File: config.mk
export PLATFORM = sky130hd
export DESIGN_NAME = move_input_arbiter
export DESIGN_NICKNAME = d
export VERILOG_FILES = /design/src/rtl/battle_input_pkg.sv /design/src/rtl/key_debounce.sv /design/src/rtl/move_input_arbiter.sv
export SDC_FILE = /design/constraint.sdc
export NUM_CORES = 1
export LEC_CHECK = 0
export BUFFER_PORTS_ARGS = -buffer_cell sky130_fd_sc_hd__buf_2
export CAP_MARGIN = 20
export CORE_MARGIN = 5
export CORE_UTILIZATION = 34
export CTS_CLUSTER_DIAMETER = 30
export DETAILED_ROUTE_END_ITERATION = 12
export GPL_TIMING_DRIVEN = 0
export PLACE_DENSITY = 0.56
export SLEW_MARGIN = 10
export SYNTH_ARGS = -nofsm -noshare
export SYNTH_HDL_FRONTEND = slang
export SYNTH_SLANG_ARGS = --single-unit
File: constraint.sdc
create_clock -name clk -period 2.94 [get_ports clk]
set_clock_uncertainty 0.05 [all_clocks]
set_input_delay 0.588 -clock clk [delete_from_list [all_inputs] [get_ports clk]]
set_output_delay 0.588 -clock clk [all_outputs]
set_load 0.02 [all_outputs]
File: src/rtl/battle_input_pkg.sv
// Shared types and helpers for the two-player move input path.
// Holds the arbiter state encoding, default debounce depth and a lowest-index encoder.
package battle_input_pkg;

    typedef enum logic [0:0] {
        COLLECT = 1'b0,
        OFFER   = 1'b1
    } state_t;

    localparam int DEBOUNCE_CYCLES_DEFAULT = 16;

    // Lowest set bit wins; an all-zero vector encodes as 0.
    function automatic logic [4:0] lowest_set(input logic [31:0] v);
        logic [4:0] idx;
        idx = 5'd0;
        for (int i = 31; i >= 0; i--) begin
            if (v[i]) idx = 5'(i);
        end
        return idx;
    endfunction

endpackage

File: src/rtl/key_debounce.sv
// Per-key debounce: level after DEBOUNCE_CYCLES consecutive high samples, immediate release.
// press_pulse is registered, so it fires one edge after the level rises; no backpressure.
module key_debounce #(
    parameter int DEBOUNCE_CYCLES = 16
) (
    input  logic clk,
    input  logic reset,
    input  logic key_in,
    output logic level_out,
    output logic press_pulse
);

    localparam int CW = $clog2(DEBOUNCE_CYCLES + 1);
    localparam logic [CW-1:0] CNT_MAX = CW'(DEBOUNCE_CYCLES);

    logic [CW-1:0] cnt;
    logic          level_q;

    assign level_out = (cnt == CNT_MAX);

    always_ff @(posedge clk) begin
        if (reset) begin
            cnt         <= '0;
            level_q     <= 1'b0;
            press_pulse <= 1'b0;
        end else begin
            if (!key_in) begin
                cnt <= '0;
            end else if (cnt != CNT_MAX) begin
                cnt <= cnt + 1'b1;
            end
            level_q     <= level_out;
            press_pulse <= level_out & ~level_q;
        end
    end

endmodule

File: src/rtl/move_input_arbiter.sv
// Latches each player's first debounced press per round and offers the pair over valid/ready.
// Lock lands DEBOUNCE_CYCLES+1 edges after first high sample; the offer holds until move_ready.
module move_input_arbiter
    import battle_input_pkg::*;
#(
    parameter  int NUM_KEYS        = 4,
    parameter  int DEBOUNCE_CYCLES = DEBOUNCE_CYCLES_DEFAULT,
    localparam int MOVE_W          = $clog2(NUM_KEYS)
) (
    input  logic              clk,
    input  logic              reset,
    input  logic              enable,
    input  logic [NUM_KEYS-1:0] p1_keys,
    input  logic [NUM_KEYS-1:0] p2_keys,
    input  logic              move_ready,
    output logic              move_valid,
    output logic [MOVE_W-1:0] p1_move,
    output logic [MOVE_W-1:0] p2_move,
    output logic              p1_locked,
    output logic              p2_locked
);

    state_t              state;
    logic [NUM_KEYS-1:0] p1_press;
    logic [NUM_KEYS-1:0] p2_press;
    logic [NUM_KEYS-1:0] p1_level;
    logic [NUM_KEYS-1:0] p2_level;

    for (genvar k = 0; k < NUM_KEYS; k++) begin : g_keys
        key_debounce #(.DEBOUNCE_CYCLES(DEBOUNCE_CYCLES)) u_p1 (
            .clk         (clk),
            .reset       (reset),
            .key_in      (p1_keys[k]),
            .level_out   (p1_level[k]),
            .press_pulse (p1_press[k])
        );
        key_debounce #(.DEBOUNCE_CYCLES(DEBOUNCE_CYCLES)) u_p2 (
            .clk         (clk),
            .reset       (reset),
            .key_in      (p2_keys[k]),
            .level_out   (p2_level[k]),
            .press_pulse (p2_press[k])
        );
    end

    // Levels are only needed for edge detection inside the debouncers.
    logic unused_levels;
    assign unused_levels = &{1'b0, p1_level, p2_level};

    assign move_valid = (state == OFFER);

    always_ff @(posedge clk) begin
        if (reset) begin
            state     <= COLLECT;
            p1_locked <= 1'b0;
            p2_locked <= 1'b0;
            p1_move   <= '0;
            p2_move   <= '0;
        end else begin
            case (state)
                COLLECT: begin
                    if (enable && !p1_locked && (|p1_press)) begin
                        p1_locked <= 1'b1;
                        p1_move   <= MOVE_W'(lowest_set(32'(p1_press)));
                    end
                    if (enable && !p2_locked && (|p2_press)) begin
                        p2_locked <= 1'b1;
                        p2_move   <= MOVE_W'(lowest_set(32'(p2_press)));
                    end
                    if (p1_locked && p2_locked) begin
                        state <= OFFER;
                    end
                end
                OFFER: begin
                    if (move_ready) begin
                        state     <= COLLECT;
                        p1_locked <= 1'b0;
                        p2_locked <= 1'b0;
                        p1_move   <= '0;
                        p2_move   <= '0;
                    end
                end
                default: state <= COLLECT;
            endcase
        end
    end

endmodule

==> metrics.txt <==
WP buf/inv=1; CP startpoint kind=flip-flop; Syn Nets=294; share of layout cells above drive strength 1=13.7%; top routing layer in use=met4; post-layout util=39.2%; TritonCTS Sinks=63; CTS resizes=0; Row Count=32; CP Max Fanout=6; Worst-Margin Slew=0.469 ns; Final Wtd Congestion=0.738; Post-Layout Inst Area=0.00298 mm²; Post-DP Area=0.00282 mm²; synthesized cell area=0.00260 mm²; setup TNS=0 ns; wire per inst=11.0 µm; number of fill cells=788; gr ovfl total=0; arrival time at the worst endpoint=0.99 ns; fin crit period=1.62 ns; largest net degree at the start of global routing=11; syn_area_per_cell=9.79 µm²; worst vdd ir=0.228 mV; worst rel slew slack=68.4%; pwr dens=526 mW/mm²; post-DP HPWL=3230 µm; DR DRC count=0; maximum capacitance violations=0; vias per std cell=4.44; I/O pin cnt=19; count of final max-slew check failures=0; htree depth=3; yosys warns=0; Worst Hold Class=reg -> reg; Routed Antenna Nets=0; # Post-CTS Setup Buffers=0; crit path cell chain=buf_2; TritonCTS clock tree=done; Iteration-0 DRC Markers=38; Port Buffers=18; sequential area share after synthesis=48.4%; CP peak stage delay=0.44 ns; routed wire length=4430 µm; crit path capture type=primary output; Final nets=323; Lkg Pwr=1.19 nW; met3 routed WL=205 µm; Routed met2 length=2030 µm; vias=1,782; slowest CP cell=dfxtp_1; total track usage=10.5%; cts hold-fix bufs=0; vias in the first global route=1,769; Worst path top cell family by delay=flip-flops; routed metal-1 wirelength=2110 µm; Core Area=0.00761 mm²; RSZ-0062 raised after global routing=false; Hold Vio Cnt, Final=0; Die Y=97.5 µm; DRT Pass-1 Iters=4; Req. time, crit path=2.30 ns; CTS clk-pin slew, worst paths=0.06 ns; Gate Count Post-Synth=266; Reg area=0.00126 mm²; initial antenna violation count=0; status=completed; clock buffer depth=2; CTS Buf Count=9; power after layout=1.57 mW; achievable frequency=0.616 GHz; Setup violations, final=0; die span in x=97.5 µm; #FFs+latches synth=63; Initial Utilization=34.2%; fin crit share=55.2%; layout overhead on the synthesized area=14.4%; worst skew pair latency=0.33 ns; area of the multi-input gates=0.00127 mm²; Root Driver=clkbuf_8; Distinct cells, synth=23; die area=0.00951 mm²; Setup CP Type=reg -> out; Antenna diodes=0; first-pass GRT wire length=7920 µm
==> registers in the layout, indices dropped and copies added, names as in the netlist <==
signal                   count
p1_move                      2
g_keys.u_p1.cnt             20
g_keys.u_p2.cnt             20
p1_locked                    1
g_keys.u_p2.level_q          4
g_keys.u_p2.press_pulse      4
p2_move                      2
g_keys.u_p1.level_q          4
p2_locked                    1
move_valid                   1
g_keys.u_p1.press_pulse      4
==> per-layer routing <==
layer  GRT usage (%)  up-vias
met1            12.1      817
met3            5.31        5
met4            4.47        0
met5               0        -
met2            16.2       25
li1                -      935
==> through the flow <==
stage / cells / setup WS (ns) / hold slack [ns]
global route: 401 / 1.24 / 0.337
detailed placement: 386 / 1.27 / 0.329
CTS: 401 / 1.29 / 0.331
global placement: 386 / 1.28 / 0.327
floorplan: 266 / 1.63 / 0.323
finish: 401 / 1.32 / 0.335
==> final timing paths <==
path                          startpoint                          to  slack, ns  cells past startpoint
setup / recovery              move_valid                  move_valid       1.32                      1
hold / removal    g_keys[0].u_p2.level_q  g_keys[0].u_p2.press_pulse       0.34                      1
setup reg to reg   g_keys[2].u_p2.cnt[0]       g_keys[2].u_p2.cnt[1]       1.58                      5
hold reg to reg   g_keys[0].u_p2.level_q  g_keys[0].u_p2.press_pulse       0.34                      1
==> final cells by class <==
cell class | count | share of cell area, %
buffer | 3 | 0.504
tap | 102 | 4.28
clock inverter | 1 | 0.168
sequential | 63 | 42.3
multi-input combinational | 184 | 42.6
clock buffer | 14 | 5.12
timing repair buffer | 18 | 3.02
inverter | 16 | 2.02
==> cell usage in the layout, fill, tap and decap left out <==
master / n
nor3b_2: 2
xor2_1: 16
nand3_1: 19
dfxtp_1: 63
clkbuf_1: 4
a32o_1: 2
and4bb_2: 3
o41ai_2: 2
nand4bb_1: 5
nor2b_1: 1
and2b_2: 1
nor2_1: 53
a21oi_1: 3
clkbuf_8: 10
nor4_1: 2
mux2_2: 1
o21ai_0: 2
nand2b_1: 13
buf_2: 21
nand2_1: 6
clkinv_2: 1
inv_1: 16
xnor2_1: 16
nor3_1: 11
ha_1: 16
mux2i_1: 10
==> report_power, final <==
part	switching, mW	total [mW]	internal [mW]
combinational	0.0376	0.0691	0.0315
clock	0.298	0.623	0.324
sequential	0.0109	0.876	0.865
==> kinds of logic (layout without fill, tap and decap cells) <==
logic type	Yosys count	in the layout	synth area share, %
AND/OR/NAND/NOR	116	116	23.0
AO/OA/AOI/OAI	9	9	2.98
buffers and inverters	19	52	2.88
multiplexers	11	11	4.27
flip-flops	63	63	48.4
adder cells (fa/ha/maj)	16	16	7.68
XOR/XNOR	32	32	10.8
==> cells in the mapped netlist <==
cell type	number	area share, %
o21ai_0	2	0.38
o41ai_2	2	1.2
dfxtp_1	63	48
inv_1	16	2.3
nor2_1	53	7.6
nor2b_1	1	0.24
buf_2	3	0.58
and2b_2	1	0.34
nor4_1	2	0.48
a21oi_1	3	0.58
mux2_2	1	0.43
nor3b_2	2	0.96
xor2_1	16	5.4
nor3_1	11	2.1
nand2_1	6	0.86
ha_1	16	7.7
a32o_1	2	0.77
nand3_1	19	3.7
nand2b_1	13	3.1
mux2i_1	10	3.8
xnor2_1	16	5.4
and4bb_2	3	1.4
nand4bb_1	5	2.2
Note: power is estimated with default switching activity, not from simulation.
